[src/rtl/multicycle_ctrl_if.sv]
// rtl/multicycle_ctrl_if.sv - controller <-> datapath control bundle
interface multicycle_ctrl_if;
  logic [31:0] instruction;
  logic        zero;
  logic [3:0]  ALUctr;
  logic [1:0]  ExtOp;
  logic        ALUsrc;
  logic        RegDst;
  logic        MemtoReg;
  logic        RegWr;
  logic        MemWr;
  logic        Branch;
  logic        jump;
  logic        PCWr;
  logic        IRWr;

  // Controller side: reads IR and flags, drives every control line.
  modport master (
    input  instruction, zero,
    output ALUctr, ExtOp, ALUsrc, RegDst, MemtoReg,
    output RegWr, MemWr, Branch, jump, PCWr, IRWr
  );

  // Datapath side: supplies IR and flags, consumes control lines.
  modport slave (
    output instruction, zero,
    input  ALUctr, ExtOp, ALUsrc, RegDst, MemtoReg,
    input  RegWr, MemWr, Branch, jump, PCWr, IRWr
  );
endinterface

[src/rtl/multicycle_ctrl.sv]
// rtl/multicycle_ctrl.sv - multi-cycle MIPS control FSM with run/halt and retire counter
module multicycle_ctrl #(
  parameter bit HALT_ON_ILLEGAL = 1'b1,
  parameter int CNT_W           = 32
) (
  input  logic                 clk,
  input  logic                 rst,
  input  logic                 run,
  multicycle_ctrl_if.master    io,
  output logic                 halted,
  output logic [2:0]           state,
  output logic [CNT_W-1:0]     retired
);

  typedef enum logic [2:0] {
    S_IF   = 3'd0,
    S_ID   = 3'd1,
    S_EX   = 3'd2,
    S_MEM  = 3'd3,
    S_WB   = 3'd4,
    S_HALT = 3'd5
  } state_t;

  state_t      state_q, state_d;
  logic [11:0] ir_q;      // {opcode, funct} captured at the end of ID
  logic [5:0]  op, fn;
  logic        is_r, is_ori, is_lui, is_lw, is_sw, is_beq, is_j;
  logic        r_ok, legal;
  logic [3:0]  r_ctr;
  logic        unused_bits;

  // Only opcode/funct matter here; zero feeds NPC directly.
  assign unused_bits = ^{io.zero, io.instruction[25:6]};

  // In ID the freshly loaded IR is decoded live; afterwards the captured copy
  // is used so IR changes mid-instruction cannot disturb the control lines.
  assign op = (state_q == S_ID) ? io.instruction[31:26] : ir_q[11:6];
  assign fn = (state_q == S_ID) ? io.instruction[5:0]   : ir_q[5:0];

  // Instruction decode
  always_comb begin
    is_r   = (op == 6'b000000);
    is_ori = (op == 6'b001101);
    is_lui = (op == 6'b001111);
    is_lw  = (op == 6'b100011);
    is_sw  = (op == 6'b101011);
    is_beq = (op == 6'b000100);
    is_j   = (op == 6'b000010);
    r_ok   = 1'b1;
    r_ctr  = 4'b0000;
    case (fn)
      6'b100001: r_ctr = 4'b0000;
      6'b100011: r_ctr = 4'b0001;
      6'b100100: r_ctr = 4'b0010;
      6'b100101: r_ctr = 4'b0011;
      6'b101010: r_ctr = 4'b0100;
      default:   r_ok  = 1'b0;
    endcase
    legal = (is_r && r_ok) || is_ori || is_lui || is_lw || is_sw || is_beq || is_j;
  end

  // Next-state and control outputs; reset forces every output low
  always_comb begin
    state_d     = state_q;
    io.ALUctr   = 4'b0000;
    io.ExtOp    = 2'b00;
    io.ALUsrc   = 1'b0;
    io.RegDst   = 1'b0;
    io.MemtoReg = 1'b0;
    io.RegWr    = 1'b0;
    io.MemWr    = 1'b0;
    io.Branch   = 1'b0;
    io.jump     = 1'b0;
    io.PCWr     = 1'b0;
    io.IRWr     = 1'b0;
    halted      = 1'b0;

    // Static decode is held from EX until the instruction retires.
    if (state_q == S_EX || state_q == S_MEM || state_q == S_WB) begin
      if (is_r) begin
        io.RegDst = 1'b1;
        io.ALUctr = r_ctr;
      end else if (is_ori) begin
        io.ALUsrc = 1'b1;
        io.ALUctr = 4'b0011;
      end else if (is_lui) begin
        io.ExtOp  = 2'b10;
        io.ALUsrc = 1'b1;
      end else if (is_lw || is_sw) begin
        io.ExtOp    = 2'b01;
        io.ALUsrc   = 1'b1;
        io.MemtoReg = is_lw;
      end else if (is_beq) begin
        io.ExtOp  = 2'b01;
        io.ALUctr = 4'b0001;
      end
    end

    case (state_q)
      S_IF: begin
        if (run) begin
          io.IRWr = 1'b1;
          state_d = S_ID;
        end
      end
      S_ID: begin
        if (is_j) begin
          io.jump = 1'b1;
          io.PCWr = 1'b1;
          state_d = S_IF;
        end else if (!legal) begin
          if (HALT_ON_ILLEGAL) begin
            state_d = S_HALT;
          end else begin
            io.PCWr = 1'b1;
            state_d = S_IF;
          end
        end else begin
          state_d = S_EX;
        end
      end
      S_EX: begin
        if (is_beq) begin
          io.Branch = 1'b1;
          io.PCWr   = 1'b1;
          state_d   = S_IF;
        end else if (is_lw || is_sw) begin
          state_d = S_MEM;
        end else begin
          state_d = S_WB;
        end
      end
      S_MEM: begin
        if (is_sw) begin
          io.MemWr = 1'b1;
          io.PCWr  = 1'b1;
          state_d  = S_IF;
        end else begin
          state_d = S_WB;
        end
      end
      S_WB: begin
        io.RegWr = 1'b1;
        io.PCWr  = 1'b1;
        state_d  = S_IF;
      end
      S_HALT: halted = 1'b1;
      default: state_d = S_IF;
    endcase

    if (rst) begin
      io.ALUctr   = 4'b0000;
      io.ExtOp    = 2'b00;
      io.ALUsrc   = 1'b0;
      io.RegDst   = 1'b0;
      io.MemtoReg = 1'b0;
      io.RegWr    = 1'b0;
      io.MemWr    = 1'b0;
      io.Branch   = 1'b0;
      io.jump     = 1'b0;
      io.PCWr     = 1'b0;
      io.IRWr     = 1'b0;
      halted      = 1'b0;
    end
  end

  // State register, IR decode capture and retired-instruction counter
  always_ff @(posedge clk) begin
    if (rst) begin
      state_q <= S_IF;
      ir_q    <= 12'd0;
      retired <= '0;
    end else begin
      state_q <= state_d;
      if (state_q == S_ID) ir_q <= {io.instruction[31:26], io.instruction[5:0]};
      if (io.PCWr) retired <= retired + CNT_W'(1);
    end
  end

  assign state = state_q;

endmodule

[src/flat_wrapper.sv]
// flat-port wrapper written by rule: the top's interface ports become plain ports
module multicycle_ctrl_flat 
#(
  parameter bit HALT_ON_ILLEGAL = 1'b1,
  parameter int CNT_W           = 32
)
  (clk, rst, run, halted, state, retired, io_instruction, io_zero, io_ALUctr, io_ExtOp, io_ALUsrc, io_RegDst, io_MemtoReg, io_RegWr, io_MemWr, io_Branch, io_jump, io_PCWr, io_IRWr);
  multicycle_ctrl_if io_i ();
  input  logic clk;
  input  logic rst;
  input  logic run;
  output logic halted;
  output logic [2:0] state;
  output logic [CNT_W-1:0] retired;
  input wire logic [$bits(io_i.instruction)-1:0] io_instruction;
  input wire logic [$bits(io_i.zero)-1:0] io_zero;
  output wire logic [$bits(io_i.ALUctr)-1:0] io_ALUctr;
  output wire logic [$bits(io_i.ExtOp)-1:0] io_ExtOp;
  output wire logic [$bits(io_i.ALUsrc)-1:0] io_ALUsrc;
  output wire logic [$bits(io_i.RegDst)-1:0] io_RegDst;
  output wire logic [$bits(io_i.MemtoReg)-1:0] io_MemtoReg;
  output wire logic [$bits(io_i.RegWr)-1:0] io_RegWr;
  output wire logic [$bits(io_i.MemWr)-1:0] io_MemWr;
  output wire logic [$bits(io_i.Branch)-1:0] io_Branch;
  output wire logic [$bits(io_i.jump)-1:0] io_jump;
  output wire logic [$bits(io_i.PCWr)-1:0] io_PCWr;
  output wire logic [$bits(io_i.IRWr)-1:0] io_IRWr;
  assign io_i.instruction = io_instruction;
  assign io_i.zero = io_zero;
  assign io_ALUctr = io_i.ALUctr;
  assign io_ExtOp = io_i.ExtOp;
  assign io_ALUsrc = io_i.ALUsrc;
  assign io_RegDst = io_i.RegDst;
  assign io_MemtoReg = io_i.MemtoReg;
  assign io_RegWr = io_i.RegWr;
  assign io_MemWr = io_i.MemWr;
  assign io_Branch = io_i.Branch;
  assign io_jump = io_i.jump;
  assign io_PCWr = io_i.PCWr;
  assign io_IRWr = io_i.IRWr;
  multicycle_ctrl #(.HALT_ON_ILLEGAL(HALT_ON_ILLEGAL), .CNT_W(CNT_W)) u_core (.clk(clk), .rst(rst), .run(run), .io(io_i), .halted(halted), .state(state), .retired(retired));
endmodule
[config.mk]
export PLATFORM = sky130hd
export DESIGN_NAME = multicycle_ctrl_flat
export DESIGN_NICKNAME = d
export VERILOG_FILES = /design/src/rtl/multicycle_ctrl_if.sv /design/src/rtl/multicycle_ctrl.sv /design/src/flat_wrapper.sv
export SDC_FILE = /design/constraint.sdc
export NUM_CORES = 1
export LEC_CHECK = 0
export CORE_MARGIN = 8
export CORE_UTILIZATION = 25
export DETAILED_ROUTE_END_ITERATION = 16
export SETUP_SLACK_MARGIN = 0.05
export SLEW_MARGIN = 20
export SYNTH_ARGS = -nofsm -noshare
export SYNTH_HDL_FRONTEND = slang
export SYNTH_SLANG_ARGS = --single-unit
[constraint.sdc]
create_clock -name clk -period 4.99 [get_ports clk]
set_clock_uncertainty 0.05 [all_clocks]
set_input_delay 0.998 -clock clk [delete_from_list [all_inputs] [get_ports clk]]
set_output_delay 0.998 -clock clk [all_outputs]
set_load 0.02 [all_outputs]
==> impl_metrics.env <==
export IMPL_cts_path_max_buffers=2
export IMPL_ys_top_cells_by_area="dfxtp_1 (34%), a21oi_1 (8.1%), nand2_1 (5.4%)"
export IMPL_clock_sinks=47
export IMPL_root_buffer="clkbuf_8"
export IMPL_grt_overflow=0
export IMPL_start_kind="input pin"
export IMPL_viasPerCell=5.32
export IMPL_synth_edf_count=0
export IMPL_cts_tree="built"
export IMPL_place_hpwl_um=6010
export IMPL_fin_cells=552
export IMPL_io_buffers=64
export IMPL_die_w_um=122
export IMPL_min_period_over_period_pct=90.0
export IMPL_place_inst=544
export IMPL_vias=2935
export IMPL_reg2reg_depth=5
export IMPL_pre_cts_slack_ns=0.504
export IMPL_seq_area_frac_synth_pct=33.6
export IMPL_yosysTopAreaCell="dfxtp_1"
export IMPL_grt_pass1_vias=2864
export IMPL_synthesis_nets=401
export IMPL_yosysWarnings=0
export IMPL_fp_coreArea_um2=10900
export IMPL_worst_pin_slew_ns=0.651
export IMPL_end_kind="output pin"
export IMPL_use_met1_pct=13.1
export IMPL_synthToLayoutAreaGrowth_pct=29.9
export IMPL_route_detailed_drc=0
export IMPL_syn_inst=364
export IMPL_hold_depth=2
export IMPL_globalRouteMet3Util_pct=3.29
export IMPL_synth_top_area_share_pct=33.6
export IMPL_p_per_area_nw_per_um2=331
export IMPL_dr_pass1_iters=4
export IMPL_place_gp_congestion=0.881
export IMPL_postLayoutCellArea_um2=3630
export IMPL_p_leak_nw=1.12
export IMPL_finalNetCount=448
export IMPL_worstSkewPairLatency_ns=0.30
export IMPL_cts_repair_resized=0
export IMPL_grt_pass1_wl_um=14200
export IMPL_crit_type="in -> out"
export IMPL_ctsHoldBuffers=0
export IMPL_synthArstFlopShare_pct=0
export IMPL_report_final_slew_viol_count=0
export IMPL_initial_core_util_pct=25.7
export IMPL_layout_setup_ws_ns=0.497
export IMPL_slew_headroom_pct=56.5
export IMPL_fin_crit_ns=4.49
export IMPL_ys_types=51
export IMPL_grt_usage_pct=11.3
export IMPL_busiest_layer="met2"
export IMPL_grtUsageMet2_pct=20.1
export IMPL_antenna_found_initial=0
export IMPL_irDropWorstVdd_v=0.000173
export IMPL_synthFlopType="dfxtp_1"
export IMPL_num_io_pins=87
export IMPL_max_freq_ghz=0.223
export IMPL_synthesis_area_um2=2800
export IMPL_wire_per_inst_um=15.2
export IMPL_postRouteAntennaNets=0
export IMPL_arrival_ns=3.44
export IMPL_setup_tns_ns=0
export IMPL_setup_viol=0
export IMPL_drive_gt1_share_pct=5.10
export IMPL_outcome="completed"
export IMPL_clkSlewWorstSetupHoldPaths_ns=0.10
export IMPL_cts_buffers=5
export IMPL_row_count=38
export IMPL_antennaDiodeCount=0
export IMPL_synth_seq_cells=47
export IMPL_rsz0062_at_grt="no"
export IMPL_cp_max_fo=5
export IMPL_drt_total_wl_um=8380
export IMPL_grt_max_degree=63
export IMPL_synth_avg_cell_area_um2=7.68
export IMPL_required_ns=3.94
export IMPL_htree_levels=2
export IMPL_hold_path_class="reg -> reg"
export IMPL_hold_viol=0
export IMPL_die_h_um=122
export IMPL_drt_iter0_markers=184
export IMPL_cts_setup_buffers=0
export IMPL_dpl_instance_area_um2=3520
export IMPL_die_area_um2=14800
export IMPL_maxCapViolations=0
registers in the layout, summed over array words and instances, names as in the netlist:
register,cells
u_core.ir_q,12
u_core.retired,32
u_core.state,3
per-stage QoR:
stage | total power, mW | hold WS, ns | utilization, %
2_1_floorplan | 0.794 | 0.382 | -
3_3_place_gp | 0.916 | 0.391 | 32.3
3_5_place_dp | 0.922 | 0.407 | 32.3
4_1_cts | 1.21 | 0.421 | 33.4
5_1_grt | 1.29 | 0.441 | 33.4
6_report | 1.20 | 0.420 | 33.4
final cells by class:
type                    count  area (um2)
clock buffers               5        68.8
clock inverters             3        43.8
fillers                  1167        7250
inverters                   4        15.0
multi-input cells         285        1720
flip-flops and latches     47         941
well taps                 140         175
repair buffers             68         666
final timing paths:
| path | start | end | slack (ns) |
|---|---|---|---|
| max reg2reg | u_core.retired[11] | u_core.retired[31] | 2.52 |
| min reg2reg | u_core.ir_q[4] | u_core.ir_q[4] | 0.42 |
| min | u_core.ir_q[4] | u_core.ir_q[4] | 0.42 |
| max | io_instruction[31] | io_ALUctr[1] | 0.50 |
power by group:
group          internal (mW)  switching (mW)  leakage (nW)
registers              0.411          0.0621         0.380
logic                  0.173           0.269         0.687
clock network          0.150           0.138        0.0581
total                  0.734           0.469          1.12
Yosys cell counts (all sizes together) (2+ instances only):
library cell / instances
clkbuf: 21
nor4bb: 4
nor4: 4
a31oi: 2
inv: 4
a211oi: 2
dfxtp: 47
nand2b: 2
o21ai: 22
nor3b: 5
nor2b: 6
nand4b: 2
nand3: 14
and3b: 2
and4: 3
nand3b: 5
or4: 15
a21o: 2
a22oi: 3
nand4: 10
or3b: 3
mux2i: 4
nand2: 40
nor2: 18
and3: 14
and2: 2
buf: 7
o31ai: 13
o21bai: 2
nor3: 8
xor2: 2
or3: 17
a21oi: 45
cell usage in the layout, fill, tap and decap left out, types with 14 or more instances in the layout:
cell	instances
a21oi_1	45
and3_1	14
clkdlybuf4s50_1	63
dfxtp_1	47
nand2_1	40
nand3_1	14
nor2_1	18
o21ai_0	22
or3_1	17
or4_1	15
cell families after synthesis:
| family | Yosys count | synth area share, % |
|---|---|---|
| buffers and inverters | 32 | 4.88 |
| adder cells (fa/ha/maj) | 1 | 0.447 |
| AND/OR/NAND/NOR | 177 | 37.4 |
| flip-flops | 47 | 33.6 |
| multiplexers | 4 | 1.43 |
| AO/OA/AOI/OAI | 99 | 21.1 |
| other | 1 | 0.134 |
| XOR/XNOR | 3 | 0.940 |
worst max-delay path, cell delays in order:
cell and delay (ns):
clkdlybuf4s50_1 0.56, nor4_4 0.40, nand2_1 0.09, o32ai_1 0.50
nand2_1 0.10, a21oi_1 0.16, clkdlybuf4s50_1 0.63
routing by layer:
metal  up-vias  wire length, um
met5         -                0
met4         0               91
met3        10              457
met2        57             4200
met1      1414             3630
li1       1454                -
No activity file was read; power rests on OpenSTA's default activity.
